==> src/rtl/peripheral_arbiter_wb.sv <==
// peripheral_arbiter_wb: round-robin Wishbone B3 arbiter sharing one slave port.
// The owner keeps the bus for its whole cyc; a watchdog errors out stalled transfers.
module peripheral_arbiter_wb #(
  parameter int NUM_MASTERS = 4,
  parameter int AW          = 32,
  parameter int DW          = 32,
  parameter int TIMEOUT     = 255
) (
  input  logic                        wb_clk_i,
  input  logic                        wb_rst_i,
  input  logic [NUM_MASTERS-1:0]      m_cyc_i,
  input  logic [NUM_MASTERS-1:0]      m_stb_i,
  input  logic [NUM_MASTERS-1:0]      m_we_i,
  input  logic [NUM_MASTERS*AW-1:0]   m_adr_i,
  input  logic [NUM_MASTERS*DW-1:0]   m_dat_i,
  input  logic [NUM_MASTERS*DW/8-1:0] m_sel_i,
  input  logic [NUM_MASTERS*3-1:0]    m_cti_i,
  input  logic [NUM_MASTERS*2-1:0]    m_bte_i,
  output logic [DW-1:0]               m_dat_o,
  output logic [NUM_MASTERS-1:0]      m_ack_o,
  output logic [NUM_MASTERS-1:0]      m_err_o,
  output logic [NUM_MASTERS-1:0]      m_rty_o,
  output logic                        s_cyc_o,
  output logic                        s_stb_o,
  output logic                        s_we_o,
  output logic [AW-1:0]               s_adr_o,
  output logic [DW-1:0]               s_dat_o,
  output logic [DW/8-1:0]             s_sel_o,
  output logic [2:0]                  s_cti_o,
  output logic [1:0]                  s_bte_o,
  input  logic [DW-1:0]               s_dat_i,
  input  logic                        s_ack_i,
  input  logic                        s_err_i,
  input  logic                        s_rty_i,
  output logic [NUM_MASTERS-1:0]      grant_o
);

  localparam int SW = DW / 8;
  localparam int LW = (NUM_MASTERS > 1) ? $clog2(NUM_MASTERS) : 1;
  localparam int TW = $clog2(TIMEOUT + 1);
  localparam int CW = (TW > 8) ? TW : 8;

  typedef enum logic [1:0] {
    IDLE   = 2'd0,
    GRANT  = 2'd1,
    WD_ERR = 2'd2
  } state_e;

  state_e        state_q, state_d;
  logic [LW-1:0] owner_q, owner_d;
  logic [LW-1:0] last_q, last_d;
  logic [CW-1:0] wd_cnt_q, wd_cnt_d;

  logic [AW-1:0] adr_a [NUM_MASTERS];
  logic [DW-1:0] dat_a [NUM_MASTERS];
  logic [SW-1:0] sel_a [NUM_MASTERS];
  logic [2:0]    cti_a [NUM_MASTERS];
  logic [1:0]    bte_a [NUM_MASTERS];

  for (genvar k = 0; k < NUM_MASTERS; k++) begin : g_unpack
    assign adr_a[k] = m_adr_i[k*AW +: AW];
    assign dat_a[k] = m_dat_i[k*DW +: DW];
    assign sel_a[k] = m_sel_i[k*SW +: SW];
    assign cti_a[k] = m_cti_i[k*3 +: 3];
    assign bte_a[k] = m_bte_i[k*2 +: 2];
  end

  logic own_cyc;
  logic own_stb;
  logic term;
  logic wd_fire;

  assign own_cyc = m_cyc_i[owner_q];
  assign own_stb = own_cyc & m_stb_i[owner_q];
  assign term    = s_ack_i | s_err_i | s_rty_i;
  assign wd_fire = (TIMEOUT != 0) && own_stb && !term &&
                   (wd_cnt_q == CW'(TIMEOUT));

  // Round-robin search starting just after the previous owner.
  logic [LW-1:0] winner;
  logic [LW-1:0] idx;
  logic          any_req;

  always_comb begin
    winner  = last_q;
    idx     = '0;
    any_req = 1'b0;
    for (int i = 1; i <= NUM_MASTERS; i++) begin
      idx = LW'((int'(last_q) + i) % NUM_MASTERS);
      if (!any_req && m_cyc_i[idx]) begin
        any_req = 1'b1;
        winner  = idx;
      end
    end
  end

  always_ff @(posedge wb_clk_i) begin
    if (wb_rst_i) begin
      state_q  <= IDLE;
      owner_q  <= '0;
      last_q   <= LW'(NUM_MASTERS - 1);
      wd_cnt_q <= '0;
    end else begin
      state_q  <= state_d;
      owner_q  <= owner_d;
      last_q   <= last_d;
      wd_cnt_q <= wd_cnt_d;
    end
  end

  always_comb begin
    state_d  = state_q;
    owner_d  = owner_q;
    last_d   = last_q;
    wd_cnt_d = '0;
    unique case (state_q)
      IDLE: begin
        if (any_req) begin
          state_d = GRANT;
          owner_d = winner;
          last_d  = winner;
        end
      end
      GRANT: begin
        if (!own_cyc) begin
          state_d = IDLE;
        end else if (wd_fire) begin
          state_d = WD_ERR;
        end else if (own_stb && !term) begin
          wd_cnt_d = wd_cnt_q + CW'(1);
        end
      end
      WD_ERR: state_d = IDLE;
      default: state_d = IDLE;
    endcase
  end

  // The watchdog cycle keeps grant so the owner can see its err pulse.
  always_comb begin
    s_cyc_o = 1'b0;
    s_stb_o = 1'b0;
    s_we_o  = 1'b0;
    s_adr_o = '0;
    s_dat_o = '0;
    s_sel_o = '0;
    s_cti_o = 3'b000;
    s_bte_o = 2'b00;
    m_ack_o = '0;
    m_err_o = '0;
    m_rty_o = '0;
    grant_o = '0;
    unique case (state_q)
      GRANT: begin
        grant_o[owner_q] = 1'b1;
        s_cyc_o          = own_cyc;
        s_stb_o          = own_stb;
        s_we_o           = m_we_i[owner_q];
        s_adr_o          = adr_a[owner_q];
        s_dat_o          = dat_a[owner_q];
        s_sel_o          = sel_a[owner_q];
        s_cti_o          = cti_a[owner_q];
        s_bte_o          = bte_a[owner_q];
        m_ack_o[owner_q] = s_ack_i;
        m_err_o[owner_q] = s_err_i;
        m_rty_o[owner_q] = s_rty_i;
      end
      WD_ERR: begin
        grant_o[owner_q] = 1'b1;
        m_err_o[owner_q] = 1'b1;
      end
      default: ;
    endcase
  end

  assign m_dat_o = s_dat_i;

endmodule

==> config.mk <==
export PLATFORM = sky130hd
export DESIGN_NAME = peripheral_arbiter_wb
export DESIGN_NICKNAME = d
export VERILOG_FILES = /design/src/rtl/peripheral_arbiter_wb.sv
export SDC_FILE = /design/constraint.sdc
export NUM_CORES = 1
export LEC_CHECK = 0
export ABC_AREA = 1
export CORE_AREA = 2 2 183 185
export DETAILED_ROUTE_END_ITERATION = 12
export DIE_AREA = 0 0 185 187
export DONT_BUFFER_PORTS = 1
export PLACE_DENSITY = 0.3
export RECOVER_POWER = 25
export SYNTH_ARGS = -nofsm -noshare
export SYNTH_HDL_FRONTEND = slang
export SYNTH_SLANG_ARGS = --single-unit
==> constraint.sdc <==
create_clock -name wb_clk_i -period 2.45 [get_ports wb_clk_i]
set_clock_uncertainty 0.2 [all_clocks]
set_input_delay 0.3675 -clock wb_clk_i [delete_from_list [all_inputs] [get_ports wb_clk_i]]
set_output_delay 0.3675 -clock wb_clk_i [all_outputs]
set_load 0.03 [all_outputs]
[Word level (Yosys, flattened, before mapping)]
Cells that the tools add are included.
Widths: inputs -> output; s select.
Word-level totals
  flip-flop bits (word level): 14
Cells by class
  $add $sub $neg: 5
  $lt $le $gt $ge: 7
  equality and inequality tests: 5
  mux-type cells: 55
  bitwise logic cells: 10
  reduce and logical (&&, ||, !) cells: 15
Operators with widths (number)
  $mux 32: 6
  $bmux 32 s2: 2
  $mux 4: 6
  $mux 2: 10
  $lt 2x3->1 const B: 5
  $mux 1: 15
  $bmux 1 s2: 7
  $and 4x4->4: 3
  $mux 3: 3
  $add 8x1->8 const B: 1
  $bmux 4 s2: 1
  $eq 8x8->1 const B: 1
  $pmux 4 s2: 1
  $bmux 3 s2: 1
  $logic_and 1x1->1: 6
  $reduce_or 5->1: 1
  $add 2x1->2 const B: 2
  $add 2x2->2 const B: 2
  $bmux 2 s2: 1
  $logic_not 1->1: 4
  $pmux 2 s2: 1
  $reduce_and 2->1: 2
  $ge 3x3->1 const B: 1
  $ne 3x3->1 const B: 1
  11 further kinds: 14

[Logic depth before layout (Yosys ltp)]
Gate-level depths: netlist of run 1.
  word-level depth: 15
  depth in mapped cells: 12
  mapped depth without buffers: 11

[Least setup slack after synthesis of run 1]
Ideal clock, no wire load.
  path type: reg-to-output
  start: register owner_q[1]
  end: output port s_dat_o[10]
  data arrival time: 1.609 ns
  setup slack: 0.273 ns
  stages on the path, launching flop included: 6
  cell sequence: dfxtp_1 buf_2 buf_2 buf_1 nand3_1 a31oi_1
On the way
  longest elaborated chain between the ends: 5
RTL lines
  start: declaration: RTL line 50  | logic [LW-1:0] owner_q, owner_d;
  start signal: assignment: RTL line 105  | owner_q <= owner_d;
  $not 2->3 (implied by the code): RTL line 159  | s_dat_o = dat_a[owner_q];
  $bmux 32 s2: RTL line 159
  $mux 32 (implied by the code) (2 in series): RTL line 159
  $mux 32: RTL line 152  | unique case (state_q)
  end: declaration: RTL line 27  | output logic [DW-1:0] s_dat_o,
No other way between the ends. The select of a mux whose other input is x is not followed.

[Worst setup path after layout of run 1]
  start: register owner_q[0]
  end: output port s_sel_o[3]
On the way
  longest elaborated chain between the ends: 5
RTL lines
  $not 2->3 (implied by the code): RTL line 160  | s_sel_o = sel_a[owner_q];
  $bmux 4 s2: RTL line 160
  $mux 4 (implied by the code) (2 in series): RTL line 160
  $mux 4: RTL line 152
  end: declaration: RTL line 28  | output logic [DW/8-1:0] s_sel_o,
No other way between the ends. The select of a mux whose other input is x is not followed.

==> flow_summary.yaml, run 1 <==
drt:
  drc: 0
  routed.top_layer: "met5"
  dr.pass1.iters: 5
  vias: 4526
  viasPerCell: 4.42
  detail-route-antenna-nets: 0
  wl_met3_um: 1610
  wl_um: 18800
  drt-met1-wl_um: 7200
  wl_met2_um: 9570
  wl_per_cell_um: 18.4
  drt_iter0_markers: 325
critical_path:
  worstReg2RegStart: "last_q[0]"
  path_cells: "inv_2 -> buf_12 -> nand3_1 -> a31oi_1 -> buf_4"
  path_delay_family: "buffers and inverters"
  slowest_stage: "dfxtp_4"
  slowest_delay_ps: 360
  crit_buf_inv: 3
  crit_type: "reg -> out"
  timing.critical_path.required_ps: 1880
  rrSetupSlack_ps: 460
  end_kind: "primary output"
  critPathMaxFanout: 77
  reg2reg_depth: 11
  start_kind: "flop"
  arrival_ps: 1810
  r2r-end: "last_q[0]"
floorplan:
  die_area_um2: 34600
  coreArea_um2: 32900
  rows: 67
  fp.dieW_um: 185
  start_util_pct: 10.0
  die_height_um: 187
  io_pins: 465
yosys:
  netlist_instances: 557
  synth_seq_cells: 14
  syn_area_um2: 3300
  synth_area_per_cell_um2: 5.92
  synth_nets: 903
  yosysUniqueCellTypes: 31
  ys_seq_area_share_pct: 8.49
  yosysWarnings: 0
timing:
  rsz0062_at_grt: "no"
  tns_ps: 0
  maxSlewViolCount: 0
  max_slew_margin_pct: 62.2
  fin_crit_sh_pct: 97.0
  worst_pin_slew_ps: 564
  hold_viol: 0
  setup_viol: 0
  layout_min_cycle_time_ps: 2380
  fmax_ghz: 0.421
cells_and_area:
  final_nets: 919
  drive_gt1_share_pct: 21.3
  nFillCells: 3826
  seq_area_um2: 288
  area_growth_pct: 32.0
  multiInputGateArea_um2: 2420
  fin_cells: 1023
  fin_util_pct: 13.3
grt:
  grt_overflow: 0
  grt_pass1_vias: 4045
  grt_pass1_wl_um: 25100
  grt_max_degree: 82
  grt_use_total_pct: 9.53
  antenna_found_initial: 5
cts:
  clkLatencyLatePin_ps: 250
  path_clk_slew_ps: 50
  numClockSinks: 14
  root_buffer: "clkbuf_16"
  cts_tree: "done"
  ctsHtreeMaxLevel: 1
  cts.path.max_buffers: 2
  cts_made_buffers: 3
hold_path:
  min_from: "wb_rst_i"
  hold_path.class: "in -> reg"
  min_path_cells: 2
  holdPathEnd: "last_q[1]"
placed_design:
  globalplace.congestion: 0.839
  placed_cells: 1014
  hpwl_um: 14400
  port_buffers: 0
power:
  ir_worst_vdd_uv: 394
  power_leakage_nw: 1.50
  p_per_area_nw_per_um2: 1100
status:
  status: "finished, final reports clean"
job:
  maxCapViolCount: 0
routing by layer:
metal / track usage (%) / vias up
met4: 2.50 / 2
met2: 17.9 / 317
met5: 0 / -
met1: 10.8 / 2093
met3: 2.02 / 30
li1: - / 2084
stage by stage:
step           setup WS (ps)  area [um^2]  hold slack [ps]  power, W
6_report                73.1         4350             99.3   0.00479
5_1_grt                 3.31         4350              120   0.00512
4_1_cts                 23.6         4340              102   0.00481
3_5_place_dp             260         4230              229   0.00444
3_3_place_gp             275         4230              231   0.00446
2_1_floorplan            273         3300              218   0.00317
Yosys cell counts:
library cell	count	area (um^2)
nand3_1	162	811
a22oi_1	74	556
a31oi_1	74	463
nand2_1	59	221
buf_4	35	263
clkbuf_1	32	120
nor2_1	23	86.3
buf_2	20	100
inv_1	16	60.1
dfxtp_1	14	280
a21oi_1	5	25.0
ha_1	5	62.6
nor3_1	5	25.0
inv_2	4	15.0
xor2_1	4	35.0
buf_1	3	11.3
nand2_2	3	18.8
nand4_1	3	18.8
buf_6	2	22.5
o21ai_0	2	10.0
xnor2_1	2	17.5
a21oi_2	1	8.76
and2_0	1	6.26
inv_6	1	8.76
nor2_2	1	6.26
nor3_2	1	10.0
nor3b_1	1	7.51
o2111ai_1	1	8.76
o211ai_1	1	7.51
o21ai_1	1	5.00
o21ai_2	1	8.76
report_power, final:
group / internal [W] / switching [W] / leakage, nW / total, W
clock network: 0.000248 / 0.000100 / 0.0442 / 0.000348
registers: 0.000266 / 0.0000623 / 0.115 / 0.000328
logic: 0.00137 / 0.00275 / 1.34 / 0.00412
logic make-up after synthesis:
| group | synth area share [%] |
|---|---|
| AND/OR/NAND/NOR | 36.7 |
| XOR/XNOR | 1.59 |
| flip-flops | 8.49 |
| AO/OA/AOI/OAI | 33.1 |
| adder cells (fa/ha/maj) | 1.90 |
| buffers and inverters | 18.2 |
final cells by class:
| cell class | instances | area share, % |
|---|---|---|
| Clock buffer | 4 | 2.04 |
| Sequential cell | 14 | 6.61 |
| Inverter | 21 | 1.98 |
| Antenna cell | 3 | 0.172 |
| Timing Repair Buffer | 103 | 20.7 |
| Multi-Input combinational cell | 430 | 55.6 |
| Tap cell | 448 | 12.9 |
worst max-delay path by stage:
stage,to,depth (start not counted),startpoint,slack (ps)
6_report,s_sel_o[3],5,owner_q[0],70
5_1_grt,s_sel_o[3],5,owner_q[0],3
3_5_place_dp,s_adr_o[31],8,owner_q[1],260
4_1_cts,s_adr_o[31],8,owner_q[1],20
2_1_floorplan,s_dat_o[10],5,owner_q[1],270
3_3_place_gp,s_we_o,7,owner_q[1],280
timing repair:
action,4_1_cts,5_1_grt
endpoints found under the hold margin,2,0
endpoints found under the setup margin,5,10
resized for setup,1,2
hold buffers,1,0
buffers inserted,0,1
worst reg2reg max path, stage by stage, from the launching register on:
cell and delay, ps:
dfxtp_1 570, inv_6 90, nand2_2 80, nand2_1 70, nand2_1 90, nand2_1 70, nor2_1 200, nand3_1 100
nand2_1 160, inv_1 60, nand2_1 110, nand3_1 70
cells in the final DEF, fill, tap and decap left out, drive strengths merged:
| master | n |
|---|---|
| nand4 | 3 |
| nand2 | 62 |
| o21ai | 4 |
| xor2 | 4 |
| xnor2 | 2 |
| ha | 5 |
| a31oi | 74 |
| o2111ai | 1 |
| nor3b | 1 |
| buf | 102 |
| nor2 | 24 |
| a22oi | 74 |
| nor3 | 6 |
| and2 | 1 |
| dlygate4sd3 | 1 |
| inv | 21 |
| diode | 3 |
| dfxtp | 14 |
| nand3 | 162 |
| clkbuf | 4 |
| o211ai | 1 |
| a21oi | 6 |
state kept, by name, summed over array words and instances (netlist names):
| register | flops |
|---|---|
| last_q | 2 |
| state_q | 2 |
| wd_cnt_q | 8 |
| owner_q | 2 |
Power figures use the tool's default switching activity.
==> inputs of run 2 (changes only) <==
--- a/config.mk
+++ b/config.mk
@@ -5,10 +5,9 @@
 export SDC_FILE = /design/constraint.sdc
 export NUM_CORES = 1
 export LEC_CHECK = 0
-export ABC_AREA = 1
-export CORE_AREA = 2 2 183 185
+export CORE_AREA = 2 2 180 182
 export DETAILED_ROUTE_END_ITERATION = 12
-export DIE_AREA = 0 0 185 187
+export DIE_AREA = 0 0 182 184
 export DONT_BUFFER_PORTS = 1
 export PLACE_DENSITY = 0.3
 export RECOVER_POWER = 25
==> run 2 against run 1 <==
  * Worst hold slack worse by 66 ps
  * Routed wire length is 11% lower
  * Area after synthesis is 2.5% higher
  * Global-route usage is 1.2 points lower
  * Via count is 39% lower
  * Critical path depth is 2 lower
  * Largest cell class unchanged
  * Largest power group unchanged
==> flow_summary.yaml, run 2 <==
critical_path:
  slowest_stage: "mux4_2"
  critPathMaxFanout: 24
  arrival_ps: 1820
  end_kind: "primary output"
  rrSetupSlack_ps: 260
  timing.critical_path.required_ps: 1880
  path_cells: "buf_16 -> mux4_2 -> and2_1"
  start_kind: "flop"
  slowest_delay_ps: 560
  path_delay_family: "multiplexers"
  crit_type: "reg -> out"
  crit_buf_inv: 1
timing:
  worst_pin_slew_ps: 486
  tns_ps: 0
  hold_viol: 0
  fin_crit_sh_pct: 97.4
  setup_ws_ps: 63.3
  fmax_ghz: 0.419
  layout_min_cycle_time_ps: 2390
  max_slew_margin_pct: 67.3
  rsz0062_at_grt: "yes"
  maxSlewViolCount: 0
  whs_ps: 33.1
  setup_viol: 0
power:
  netSwitchingFraction_pct: 49.9
  intPower_w: 0.00120
  p_clk_share_pct: 14.2
  p_per_area_nw_per_um2: 612
  pwr-share-comb_pct: 74.0
  power_leakage_nw: 1.14
  total_power_w: 0.00239
  p_switching_w: 0.00119
  p_seq_share_pct: 11.8
  ir_worst_vdd_uv: 301
cells_and_area:
  nFillCells: 3594
  largest_reg_flops: 8
  final_cell_mix: "76 x mux4_2, 69 x and2_1, 24 x nor2_1"
  area_growth_pct: 15.4
  seq_area_um2: 288
  final_nets: 632
  drive_gt1_share_pct: 39.6
  multiInputGateArea_um2: 2680
  layout_commonest_cell: "mux4_2"
  fin_cells: 694
  regMostFlops: "wd_cnt_q"
yosys:
  synth_seq_cells: 14
  yosysTopAreaCell: "mux4_2"
  yosysWarnings: 0
  synth_area_leaders: "mux4_2 51%, and2_1 14%, dfxtp_1 8.3%"
  yosysUniqueCellTypes: 28
  async_flop_share_pct: 0
  synth-main-ff-cell: "dfxtp_1"
  netlist_instances: 316
  ys_seq_area_share_pct: 8.29
  synth_nets: 662
  synth.most_common_cell: "mux4_2"
  synthDominantCellAreaShare_pct: 50.6
  synth_area_per_cell_um2: 10.7
  synth-edff-count: 0
  syn_area_um2: 3380
  yosys-top-cells-count: "76 x mux4_2, 75 x and2_1, 33 x buf_4"
floorplan:
  fp.dieW_um: 182
  coreArea_um2: 31400
  io_pins: 465
  die_height_um: 184
  start_util_pct: 10.8
  rows: 65
  die_area_um2: 33500
placed_design:
  globalplace.congestion: 0.809
  placed_cells: 680
  dp_worst_setup_slack_ps: 232
  hpwl_um: 13900
  port_buffers: 0
drt:
  detail-route-antenna-nets: 0
  wl_um: 16800
  wl_per_cell_um: 24.2
  vias: 2755
  drt_iter0_markers: 134
  dr.pass1.iters: 4
  viasPerCell: 3.97
  drc: 0
grt:
  grt_overflow: 0
  antenna_found_initial: 17
  grt_use_total_pct: 8.37
  grt_pass1_wl_um: 20900
  grt_pass1_vias: 2834
  grt_max_degree: 48
cts:
  cts_made_buffers: 3
  cts_tree: "done"
  cts.path.max_buffers: 2
  root_buffer: "clkbuf_16"
  path_clk_slew_ps: 50
  cts_setup_buffers: 0
  ctsHtreeMaxLevel: 1
  clkLatencyLatePin_ps: 240
  numClockSinks: 14
status:
  status: "finished, final reports clean"
job:
  maxCapViolCount: 0
hold_path:
  hold_path.class: "in -> reg"
==> run 2: cells by family (layout without fill, tap and decap cells) <==
family,Yosys count,after routing,synth area share [%]
multiplexers,77,77,50.9
buffers and inverters,65,34,12.8
other,0,7,0
XOR/XNOR,6,6,1.55
adder cells (fa/ha/maj),5,5,1.85
AO/OA/AOI/OAI,12,12,2.15
flip-flops,14,14,8.29
AND/OR/NAND/NOR,137,137,22.4
==> run 2: per-layer routing <==
layer | vias to the layer above | GRT usage, % | wire [um]
met1 | 1368 | 10.4 | 6340
met2 | 235 | 13.8 | 8240
met5 | - | 0 | 119
met4 | 16 | 1.74 | 236
met3 | 28 | 3.19 | 1860
li1 | 1108 | - | -
==> run 2: worst paths after layout <==
path	from	end	cells after the start
worst max-delay path	owner_q[0]	s_adr_o[5]	3
worst min-delay path	wb_rst_i	last_q[0]	1
worst max register to register	owner_q[0]	wd_cnt_q[4]	5
worst min register to register	wd_cnt_q[0]	wd_cnt_q[0]	1
==> run 2: worst reg2reg max path, stage by stage, from the launching register on <==
cell	delay, ps
dfxtp_4	450
clkbuf_16	260
mux4_2	540
and3_1	220
nand4bb_1	300
nor2_1	100
==> run 2: power by group through the flow <==
stage | sequential (W) | clock [W] | combinational (W)
3_3_place_gp | 0.000275 | 0 | 0.00170
5_1_grt | 0.000286 | 0.000361 | 0.00186
6_report | 0.000282 | 0.000340 | 0.00177
3_5_place_dp | 0.000277 | 0 | 0.00172
2_1_floorplan | 0.000261 | 0 | 0.00154
4_1_cts | 0.000273 | 0.000348 | 0.00175
==> run 2: layout make-up <==
cell class | count | area share (%)
repair buffers | 25 | 7.76
well taps | 402 | 12.9
diodes | 7 | 0.449
flip-flops and latches | 14 | 7.38
inverters | 5 | 0.481
multi-input cells | 237 | 68.8
clock buffers | 4 | 2.28
==> run 2: repair_timing <==
item	4_1_cts	5_1_grt
hold endpoints to repair	3	0
hold buffers	1	0
setup endpoints to repair	5	19
resized for setup	5	7
gates cloned	0	2
==> run 2: through the flow <==
step | cell area (um^2) | utilization, %
floorplan | 3380 | -
global placement | 3710 | 11.8
detailed placement | 3710 | 11.8
CTS | 3820 | 12.2
global route | 3900 | 12.4
finish | 3900 | 12.4
==> inputs of run 3 (changes only) <==
--- a/config.mk
+++ b/config.mk
@@ -5,11 +5,11 @@
 export SDC_FILE = /design/constraint.sdc
 export NUM_CORES = 1
 export LEC_CHECK = 0
-export CORE_AREA = 2 2 180 182
+export CORE_AREA = 2 2 179 181
 export DETAILED_ROUTE_END_ITERATION = 12
-export DIE_AREA = 0 0 182 184
+export DIE_AREA = 0 0 181 183
 export DONT_BUFFER_PORTS = 1
-export PLACE_DENSITY = 0.3
+export PLACE_DENSITY_LB_ADDON = 0.25
 export RECOVER_POWER = 25
 export SYNTH_ARGS = -nofsm -noshare
 export SYNTH_HDL_FRONTEND = slang
==> run 3 against run 2 <==
  * Register-to-register slack hardly changed
  * Combinational power decreased by 8%
  * Cell area is 2.0% lower
  * Critical path type unchanged
  * Die area is 1.1% lower
  * Cell count fell by 0.14%
  * Count of clock-buffer cells in the layout unchanged
  * First-iteration DRC count grew 12%
  * Power is 6.7% lower
  * Non-clock buffer count decreased by 2
  * Largest power group unchanged
  * Setup slack improved by 4.4 ps
==> flow_summary.yaml, run 3 (synthesized netlist as in run 2, its figures left out) <==
critical_path:
  start_kind: "flop"
  reg2reg_depth: 5
  slowest_delay_ps: 600
  arrival_ps: 1810
  path_delay_family: "multiplexers"
  crit_type: "reg -> out"
  slowest_stage: "mux4_2"
  cp.depth: 3
  crit_buf_inv: 1
  timing.critical_path.required_ps: 1880
  critPathMaxFanout: 40
  end_kind: "primary output"
  path_cells: "buf_12 -> mux4_2 -> and2_1"
cts:
  cts.path.max_buffers: 2
  clkLatencyLatePin_ps: 240
  cts_setup_buffers: 0
  root_buffer: "clkbuf_16"
  cts_made_buffers: 3
  path_clk_slew_ps: 40
  ctsHtreeMaxLevel: 1
  cts_tree: "done"
  numClockSinks: 14
timing:
  hold_viol: 0
  worst_pin_slew_ps: 455
  setup_viol: 0
  fin_crit_sh_pct: 97.2
  max_slew_margin_pct: 69.4
  rsz0062_at_grt: "yes"
  fmax_ghz: 0.420
  layout_min_cycle_time_ps: 2380
  maxSlewViolCount: 0
power:
  intPower_w: 0.00114
  p_switching_w: 0.00109
  total_power_w: 0.00223
  p_per_area_nw_per_um2: 583
  ir_worst_vdd_uv: 220
  p_clk_share_pct: 15.2
  power_leakage_nw: 1.10
  netSwitchingFraction_pct: 48.8
  p_seq_share_pct: 12.0
  pwr-share-comb_pct: 72.8
floorplan:
  fp.dieW_um: 181
  start_util_pct: 10.8
  die_area_um2: 33100
  io_pins: 465
  coreArea_um2: 31200
  rows: 65
  die_height_um: 183
drt:
  drc: 0
  vias: 2698
  dr.pass1.iters: 4
  drt_iter0_markers: 150
  viasPerCell: 3.89
  wl_per_cell_um: 20.4
  detail-route-antenna-nets: 0
  wl_um: 14100
placed_design:
  placed_cells: 680
  hpwl_um: 12400
  port_buffers: 0
  globalplace.congestion: 0.834
  place_area_um2: 3690
cells_and_area:
  fin_cells: 693
  layout_commonest_cell: "mux4_2"
  drive_gt1_share_pct: 37.5
  fin_util_pct: 12.2
  regMostFlops: "wd_cnt_q"
  final_area_um2: 3820
  final_cell_mix: "76 x mux4_2, 75 x and2_1, 24 x nor2_1"
  nFillCells: 3546
  largest_reg_flops: 8
  area_growth_pct: 13.1
  final_nets: 630
job:
  maxCapViolCount: 0
grt:
  grt_pass1_wl_um: 19700
  grt_max_degree: 54
  grt_use_total_pct: 7.75
  antenna_found_initial: 5
  grt_pass1_vias: 2907
  grt_overflow: 0
hold_path:
  min_path_cells: 2
  hold_path.class: "in -> reg"
status:
  status: "finished, final reports clean"
==> run 3: final cells by class <==
type | count | area [um^2] | area share, %
multi-input cells | 237 | 2670 | 69.9
well taps | 402 | 503 | 13.2
flip-flops and latches | 14 | 288 | 7.53
repair buffers | 23 | 233 | 6.09
clock buffers | 4 | 88.8 | 2.32
diodes | 8 | 20.0 | 0.524
inverters | 5 | 18.8 | 0.491
==> run 3: final timing paths <==
path | start | to | slack, ps
worst min-delay path | wb_rst_i | last_q[1] | 30
worst min register to register | wd_cnt_q[0] | wd_cnt_q[0] | 280
worst max-delay path | owner_q[0] | s_dat_o[15] | 70
worst max register to register | owner_q[0] | wd_cnt_q[5] | 270
==> run 3: power groups by stage <==
stage	Combinational, W	Sequential (W)	Clock [W]
after floorplan	0.00154	0.000261	0
after global placement	0.00162	0.000271	0
after detailed placement	0.00164	0.000272	0
after CTS	0.00164	0.000268	0.000350
after global routing	0.00173	0.000271	0.000360
final	0.00162	0.000268	0.000338
==> run 3: per-stage QoR <==
stage	hold slack (ps)	worst slack, ps	setup TNS, ps
after floorplan	230	101	0
after global routing	36.1	-13.2	-42.4
final	31.3	67.7	0
after CTS	27.3	24.8	0
after global placement	231	302	0
after detailed placement	237	240	0
==> run 3: layer usage <==
| layer | vias to the layer above | routed length [um] | GRT usage (%) |
|---|---|---|---|
| met2 | 220 | 7450 | 14.3 |
| met3 | 27 | 1320 | 1.83 |
| li1 | 1100 | - | - |
| met1 | 1351 | 5080 | 8.80 |
| met5 | - | 0 | 0 |
| met4 | 0 | 287 | 2.44 |
==> run 3: what timing repair did <==
item,CTS,global route
resized for setup,0,2
hold endpoints to repair,3,0
setup endpoints to repair,0,4
hold buffers,1,0
